[src/rtl/symbol_packer.sv]
// Packs 1/2/4/8-bit symbols MSB-first into OUT_W-bit words, with
// zero-padded flush of partial words and a registered fill count.
//
// state | meaning
// EMPTY | fill = 0; the next accepted symbol latches mode
// PACK  | fill > 0; cur_mode governs symbol width until word done/flush
module symbol_packer #(
  parameter int OUT_W = 8
) (
  input  logic                   clk,
  input  logic                   reset,
  input  logic                   start,
  input  logic [7:0]             data_in,
  input  logic [1:0]             mode,
  input  logic                   flush,
  output logic [OUT_W-1:0]       data_o,
  output logic                   data_en,
  output logic                   pad_o,
  output logic [$clog2(OUT_W):0] fill
);

  localparam int FW = $clog2(OUT_W) + 1;

  typedef enum logic {EMPTY, PACK} state_t;

  state_t           state, state_n;
  logic [OUT_W-1:0] sr, sr_n, sr_acc, data_n;
  logic [FW-1:0]    fill_n, fill_acc, pad_shift;
  logic [1:0]       cur_mode, cur_mode_n, eff_mode;
  logic [3:0]       w;
  logic [7:0]       sym;
  logic             en_n, pad_n, word_done, part_flush;

  // Accept path: flush decisions are taken on the post-accept fill.
  always_comb begin
    eff_mode = (state == EMPTY) ? mode : cur_mode;
    w        = 4'd8;
    sym      = data_in;
    case (eff_mode)
      2'd0: begin w = 4'd1; sym = {7'b0, data_in[0]};   end
      2'd1: begin w = 4'd2; sym = {6'b0, data_in[1:0]}; end
      2'd2: begin w = 4'd4; sym = {4'b0, data_in[3:0]}; end
      default: begin w = 4'd8; sym = data_in; end
    endcase
    sr_acc   = sr;
    fill_acc = fill;
    if (start) begin
      sr_acc   = (sr << w) | OUT_W'(sym);
      fill_acc = fill + FW'(w);
    end
    word_done  = (fill_acc == FW'(OUT_W));
    part_flush = flush && !word_done && (fill_acc != '0);
    pad_shift  = FW'(OUT_W) - fill_acc;
  end

  // Next-state
  always_comb begin
    cur_mode_n = (state == EMPTY && start) ? mode : cur_mode;
    if (word_done || part_flush) begin
      sr_n   = '0;
      fill_n = '0;
    end else begin
      sr_n   = sr_acc;
      fill_n = fill_acc;
    end
    state_n = (fill_n == '0) ? EMPTY : PACK;
  end

  // Output decode
  always_comb begin
    data_n = '0;
    en_n   = 1'b0;
    pad_n  = 1'b0;
    if (word_done) begin
      data_n = sr_acc;
      en_n   = 1'b1;
    end else if (part_flush) begin
      data_n = sr_acc << pad_shift;
      en_n   = 1'b1;
      pad_n  = 1'b1;
    end
  end

  always_ff @(posedge clk or posedge reset) begin
    if (reset) begin
      state    <= EMPTY;
      sr       <= '0;
      fill     <= '0;
      cur_mode <= 2'd3;
      data_o   <= '0;
      data_en  <= 1'b0;
      pad_o    <= 1'b0;
    end else begin
      state    <= state_n;
      sr       <= sr_n;
      fill     <= fill_n;
      cur_mode <= cur_mode_n;
      data_o   <= data_n;
      data_en  <= en_n;
      pad_o    <= pad_n;
    end
  end

endmodule

[config.mk]
export PLATFORM = sky130hd
export DESIGN_NAME = symbol_packer
export DESIGN_NICKNAME = d
export VERILOG_FILES = /design/src/rtl/symbol_packer.sv
export SDC_FILE = /design/constraint.sdc
export NUM_CORES = 1
export LEC_CHECK = 0
export ABC_AREA = 0
export BUFFER_PORTS_ARGS = -buffer_cell sky130_fd_sc_hd__buf_2
export CORE_MARGIN = 1
export CORE_UTILIZATION = 50
export DETAILED_ROUTE_END_ITERATION = 8
export GPL_TIMING_DRIVEN = 0
export PLACE_DENSITY = 0.71
export SYNTH_ARGS = -nofsm -noshare
export SYNTH_HDL_FRONTEND = slang
export SYNTH_SLANG_ARGS = --single-unit
[constraint.sdc]
create_clock -name clk -period 6.5 [get_ports clk]
set_input_delay 1.95 -clock clk [delete_from_list [all_inputs] [get_ports clk]]
set_output_delay 1.95 -clock clk [all_outputs]
set_load 0.02 [all_outputs]
== Word-level counts from Yosys, hierarchy flattened ==
Index checks and enable logic that the tools add are counted.

* Word-level logic and storage cells: 37
* Output and inout port bits: 14
* Input bits: 14
* Bits in registers: 25

* Muxes and demuxes: 13
* Reduce and logical (&&, ||, !) cells: 8
* Shift-type cells: 2
* Add/subtract/negate cells: 2
* Equality and inequality tests: 3
* Bitwise logic cells: 2

{| class="wikitable"
|+ Operators by type and width
! cell !! number
|-
| 2-to-1 mux 8 bit || 4
|-
| one-hot mux 8 bit (3 select lines) || 1
|-
| left shift 8 x 4 -> 8 bit || 2
|-
| one-hot mux 4 bit (3 select lines) || 1
|-
| 2-to-1 mux 4 bit || 2
|-
| OR 8 bit || 1
|-
| adder 4 bit || 1
|-
| == test 4 bit (second input constant) || 1
|-
| logical NOT 4 bit || 1
|-
| 2-to-1 mux 1 bit || 4
|-
| nonzero test 4 bit || 1
|-
| subtractor 4 bit (first input constant) || 1
|-
| logical AND 1 bit || 3
|-
| == test 2 x 1 -> 1 bit (second input constant) || 1
|-
| == test 2 bit (second input constant) || 1
|-
| logical NOT 2 bit || 1
|-
| 2-to-1 mux 2 bit || 1
|-
| logical NOT 1 bit || 1
|-
| logical OR 1 bit || 1
|-
| inverter 1 bit || 1
|}

== Logic depth before layout (Yosys ltp) ==
* Depth in word-level cells: 13
* Mapped depth: 16
* Gate-level depth less buffers: 14

== Least setup slack after synthesis ==
OpenSTA, ideal clock, no wires.

* Kind: in2reg
* Start: input port mode[0]
* End: register data_o[5]
* Required time: 6.434 ns
* Stages: 16
* Setup time: 0.066 ns
* Slack: 1.284 ns
* Buffers on the path: 4
* Arrival: 5.151 ns
* Cells stage by stage: buf_2 > nor3_1 > nor2_1 > inv_1 > ha_1 > mux2_2 > buf_2 > inv_1 > clkbuf_1 > ha_1 > clkbuf_1 > xnor2_1 > xnor2_1 > mux2_4 > o311ai_2 > a31o_1

* Cells in the longest elaborated chain, start to end: 11
* Elaborated cells between the ends (all ways): 20
* Those cells by class: add/sub: 2; eq/ne: 3; shift: 2; mux: 7; bitwise: 1; reduce/logical: 5

{| class="wikitable"
|+ RTL lines
! what !! line !! source
|-
| start: declaration || 14 || <nowiki>input logic [1:0] mode,</nowiki>
|-
| 2-to-1 mux 2 bit * || 36 || <nowiki>eff_mode = (state == EMPTY) ? mode : cur_mode;</nowiki>
|-
| parallel branches: the longest is 9 deep, another holds adder 4 bit || n/a ||
|-
| 2-to-1 mux 8 bit * || 74 || <nowiki>if (word_done) begin</nowiki>
|-
| named net data_n[5] || 27 || <nowiki>logic [OUT_W-1:0] sr, sr_n, sr_acc, data_n;</nowiki>
|-
| end signal: assignment || 98 || <nowiki>data_o <= data_n;</nowiki>
|-
| end: declaration || 16 || <nowiki>output logic [OUT_W-1:0] data_o,</nowiki>
|}

Mark *: on every way through the listed nets, which the timed path passes.
A chain may end at the register's enable or synchronous reset.

== Worst setup path after layout ==
Same ends and word-level chain as after synthesis.

==> impl_metrics.prom <==
# TYPE chip_impl_metric gauge
chip_impl_info{name="status",value="finished clean"} 1
chip_impl_metric{name="relSlewSlack",unit=""} 0.3630
chip_impl_metric{name="yosys.area.top_type_share",unit=""} 0.3030
chip_impl_metric{name="final_nets",unit=""} 252
chip_impl_metric{name="crit_path_max_fanout",unit=""} 10
chip_impl_info{name="tritoncts",value="built"} 1
chip_impl_metric{name="globalRoute.totalOverflow",unit=""} 0
chip_impl_info{name="timing.rr.end",value="data_o[5]"} 1
chip_impl_metric{name="cts.hold.buffers_added",unit=""} 0
chip_impl_metric{name="dr_total_vias",unit=""} 1627
chip_impl_info{name="r2r_start",value="cur_mode[1]"} 1
chip_impl_metric{name="post_synth_instance_area",unit="mm^2"} 0.001899
chip_impl_metric{name="detailedRoute.firstPassIterationCount",unit=""} 4
chip_impl_metric{name="drc",unit=""} 0
chip_impl_metric{name="worst-endpoint-required",unit="ns"} 6.71
chip_impl_info{name="setup.worst_path.class",value="in -> reg"} 1
chip_impl_metric{name="die_w",unit="um"} 63.64
chip_impl_metric{name="gp_congestion",unit=""} 0.8741
chip_impl_metric{name="antenna_cells",unit=""} 0
chip_impl_metric{name="report.final.setup_viol",unit=""} 0
chip_impl_info{name="hold_removal_path_class",value="reg -> reg"} 1
chip_impl_info{name="cts-root-buf",value="clkbuf_8"} 1
chip_impl_info{name="worstSetupEndpoint",value="data_o[5]"} 1
chip_impl_info{name="sort_of_element_at_the_start_of_the_critical_path",value="primary input"} 1
chip_impl_metric{name="p_total",unit="W"} 0.001202
chip_impl_metric{name="synth-edff-count",unit=""} 0
chip_impl_info{name="critical_path.top_delay_family",value="buffers and inverters"} 1
chip_impl_metric{name="final_hold_viol_count",unit=""} 0
chip_impl_metric{name="cts_max_path_buffers",unit=""} 2
chip_impl_metric{name="worstPathBufferInverterCount",unit=""} 6
chip_impl_metric{name="ratio_of_cells_with_drive_above_1_in_the_final_layout",unit=""} 0.2575
chip_impl_metric{name="first_pass_grt_wire_length",unit="um"} 7341
chip_impl_info{name="cell_by_cell_trace_of_the_critical_path",value="buf_2 -> nor3_1 -> nor2_1 -> inv_1 -> ha_1 -> mux2_2 -> buf_2 -> inv_1 -> clkbuf_1 -> ha_1 -> clkbuf_1 -> xnor2_1 -> xnor2_1 -> mux2_4 -> o311ai_2 -> a31o_1"} 1
chip_impl_metric{name="flow.area_growth_from_synthesis",unit="%"} 12.19
chip_impl_metric{name="final_critical_path_setup_slack",unit="ns"} 0.8792
chip_impl_metric{name="post_cts_buffers",unit=""} 0
chip_impl_info{name="netlist_top_cells_area",value="dfrtp_1 30%, nor2_1 5.9%, mux2i_1 4.7%"} 1
chip_impl_metric{name="grt_util_all_layers",unit=""} 0.2314
chip_impl_metric{name="maximum_number_of_pins_on_one_net_before_global_route_repair",unit=""} 26
chip_impl_metric{name="power_leakage",unit="nW"} 0.9950
chip_impl_metric{name="timing.critical_path.arrival",unit="ns"} 5.83
chip_impl_metric{name="synth.avg_cell_area",unit="um^2"} 9.310
chip_impl_metric{name="fin_tns_setup",unit="ns"} 0
chip_impl_metric{name="first_global_vias",unit=""} 1555
chip_impl_info{name="synth_top_family_by_area",value="compound AO/OA/AOI/OAI gates"} 1
chip_impl_metric{name="gate_count_of_the_mapped_netlist",unit=""} 204
chip_impl_metric{name="yosys.area_share.simple",unit=""} 0.2154
chip_impl_metric{name="synth-adder-area-share",unit=""} 0.03030
chip_impl_metric{name="max_freq",unit="MHz"} 177.9
chip_impl_metric{name="synth_warn",unit=""} 0
chip_impl_metric{name="tritoncts.num_buffers",unit=""} 3
chip_impl_metric{name="detailedPlacementHpwl",unit="um"} 3330
chip_impl_metric{name="placement_rows",unit=""} 22
chip_impl_info{name="grt_setup_unrepaired",value="no"} 1
chip_impl_info{name="cp-end-kind",value="register"} 1
chip_impl_metric{name="worst-slew-pin-transition",unit="ns"} 0.9545
chip_impl_metric{name="path_depth",unit=""} 16
chip_impl_info{name="synth_ff_type",value="dfrtp_1"} 1
chip_impl_metric{name="drt-vias-per-instance",unit=""} 5.790
chip_impl_metric{name="detail_route.iter0.violations",unit=""} 106
chip_impl_metric{name="yosysSeqAreaShare",unit=""} 0.3307
chip_impl_metric{name="place_ws",unit="ns"} 0.7037
chip_impl_metric{name="synth.area.mux_share",unit=""} 0.1087
chip_impl_metric{name="final_routed_wire_length_divided_by_cell_count",unit="um"} 15.56
chip_impl_metric{name="route.final.wire_length",unit="um"} 4373
chip_impl_info{name="critPathLaunch",value="mode[0]"} 1
chip_impl_metric{name="core",unit="mm^2"} 0.003661
chip_impl_metric{name="top_level_ports",unit=""} 28
chip_impl_info{name="most-common-layout-cells",value="30 x buf_2, 30 x nor2_1, 23 x dfrtp_1"} 1
chip_impl_metric{name="final.min_clock_period",unit="ns"} 5.621
chip_impl_metric{name="r2r_cells",unit=""} 16
chip_impl_info{name="cp_slowest_cell",value="nor3_1"} 1
chip_impl_metric{name="slew_violations",unit=""} 0
chip_impl_metric{name="synthesis.nets",unit=""} 222
chip_impl_metric{name="max_cap_check_violation_count",unit=""} 0
chip_impl_metric{name="worst_clock_skew",unit="ns"} 0.01028
chip_impl_metric{name="h-tree-depth",unit=""} 1
chip_impl_metric{name="reg2reg_slack",unit="ns"} 2.24
chip_impl_metric{name="synth-compound-area-share",unit=""} 0.2253
chip_impl_metric{name="synth_cell_types",unit=""} 60
chip_impl_metric{name="clk-insertion-delay-late",unit="ns"} 0.28
chip_impl_metric{name="die_h",unit="um"} 63.64
chip_impl_metric{name="fin_crit_sh",unit=""} 0.8647
chip_impl_metric{name="post-place-cells",unit=""} 277
chip_impl_metric{name="powerDensity",unit="mW/mm^2"} 564.2
chip_impl_metric{name="synth-async-reset-ratio",unit=""} 1.000
chip_impl_metric{name="cts_sinks",unit=""} 25
chip_impl_metric{name="port_buffers",unit=""} 25
chip_impl_info{name="post-synth-top-area-cell",value="dfrtp_1"} 1
chip_impl_metric{name="vdd_ir_drop_max",unit="uV"} 308.9
chip_impl_metric{name="initial_antenna_violation_count",unit=""} 0
chip_impl_metric{name="post_cts_resized",unit=""} 0
chip_impl_metric{name="synth_seq_cells",unit=""} 25
chip_impl_metric{name="critical-path-max-stage-delay",unit="ns"} 0.47
chip_impl_metric{name="post_detailed_route_count_of_antenna_violating_nets",unit=""} 0
chip_impl_metric{name="clkTransAtPathRegs",unit="ns"} 0.09
chip_impl_metric{name="initial_utilization",unit=""} 0.5188
chip_impl_metric{name="layout.cells.non_filler",unit=""} 281
chip_impl_metric{name="synth-xor-area-share",unit=""} 0.03294
chip_impl_metric{name="design.die.area",unit="mm^2"} 0.004049
[layout make-up]
cell class / instances / area, um^2
clock inverter: 1 / 5.005
timing repair buffer: 25 / 125.1
sequential: 25 / 628.1
buffer: 12 / 62.56
inverter: 12 / 45.04
multi-input combinational: 155 / 1164
clock buffer: 3 / 41.29
tap: 48 / 60.06
fill: 351 / 1530
[stage by stage]
stage	area, um^2	hold WS, ns	util
final	2131	0.5712	0.5820
after global routing	2131	0.6349	0.5820
after global placement	2085	0.5458	0.5694
after detailed placement	2085	0.5431	0.5694
after CTS	2131	0.5660	0.5820
after floorplan	1899	0.4957	-
[flip-flops by register name (all words and copies together) (netlist names)]
register	count
data_o	8
sr	8
fill	4
cur_mode	2
data_en	1
pad_o	1
state	1
[report_power, final]
group | switching [W] | internal (W) | leakage, nW
Sequential | 0.0000488 | 0.000221 | 0.324
Clock | 0.0000519 | 0.0000430 | 0.0255
Combinational | 0.000485 | 0.000352 | 0.646
[how the worst min path moves through the flow]
stage               startpoint  endpoint  slack, ns  cells after the start
floorplan                sr[7]     sr[7]       0.50                      2
global placement         sr[7]     sr[7]       0.55                      2
detailed placement       sr[7]     sr[7]       0.54                      2
CTS                      sr[7]     sr[7]       0.57                      2
global route             sr[6]     sr[6]       0.63                      2
finish                   sr[7]     sr[7]       0.57                      2
[cells in the mapped netlist (2+ instances only)]
| cell type | number |
|---|---|
| nor4b_1 | 2 |
| nor3b_1 | 2 |
| dfstp_2 | 2 |
| and3_1 | 2 |
| a21oi_1 | 6 |
| o21bai_1 | 2 |
| nor2_1 | 30 |
| dfrtp_1 | 23 |
| o2111ai_1 | 2 |
| nor2b_1 | 3 |
| nand2b_1 | 5 |
| nand3_1 | 2 |
| mux2_2 | 5 |
| nor3_1 | 8 |
| xnor2_1 | 3 |
| o311ai_2 | 2 |
| clkbuf_1 | 4 |
| nand2_1 | 9 |
| a31o_1 | 2 |
| inv_1 | 11 |
| a41oi_1 | 2 |
| buf_2 | 5 |
| o22ai_1 | 6 |
| mux4_2 | 2 |
| mux2i_1 | 9 |
| a22oi_1 | 2 |
| a21boi_0 | 3 |
| o221ai_1 | 2 |
| and3b_1 | 4 |
| a32o_1 | 3 |
| o21ai_0 | 10 |
| ha_1 | 3 |
[layer usage]
layer,vias to the layer above,part of all wire,wire [um],track usage
met3,4,0.021,93,0.01630
met2,26,0.50,2174,0.3989
met1,796,0.47,2071,0.3146
met5,-,0,0,0
met4,0,0.0078,34,0.05114
li1,801,-,-,-
[tightest hold or removal path, delay by kind of cell, from the launching register on]
family	cells	cell delay [ns]
AOI/OAI and AO/OA	1	0.11
DFF	1	0.33
and+or+nand+nor	1	0.09
[cell families (layout without fill, tap and decap cells)]
| group | after synthesis | after routing |
|---|---|---|
| AOI/OAI and AO/OA | 54 | 54 |
| xor gates and xnor gates | 5 | 5 |
| adders and majority gates | 4 | 4 |
| buffers and inverters | 24 | 53 |
| DFF | 25 | 25 |
| muxes | 17 | 17 |
| and+or+nand+nor | 75 | 75 |
(Power assumes the default switching activity.)
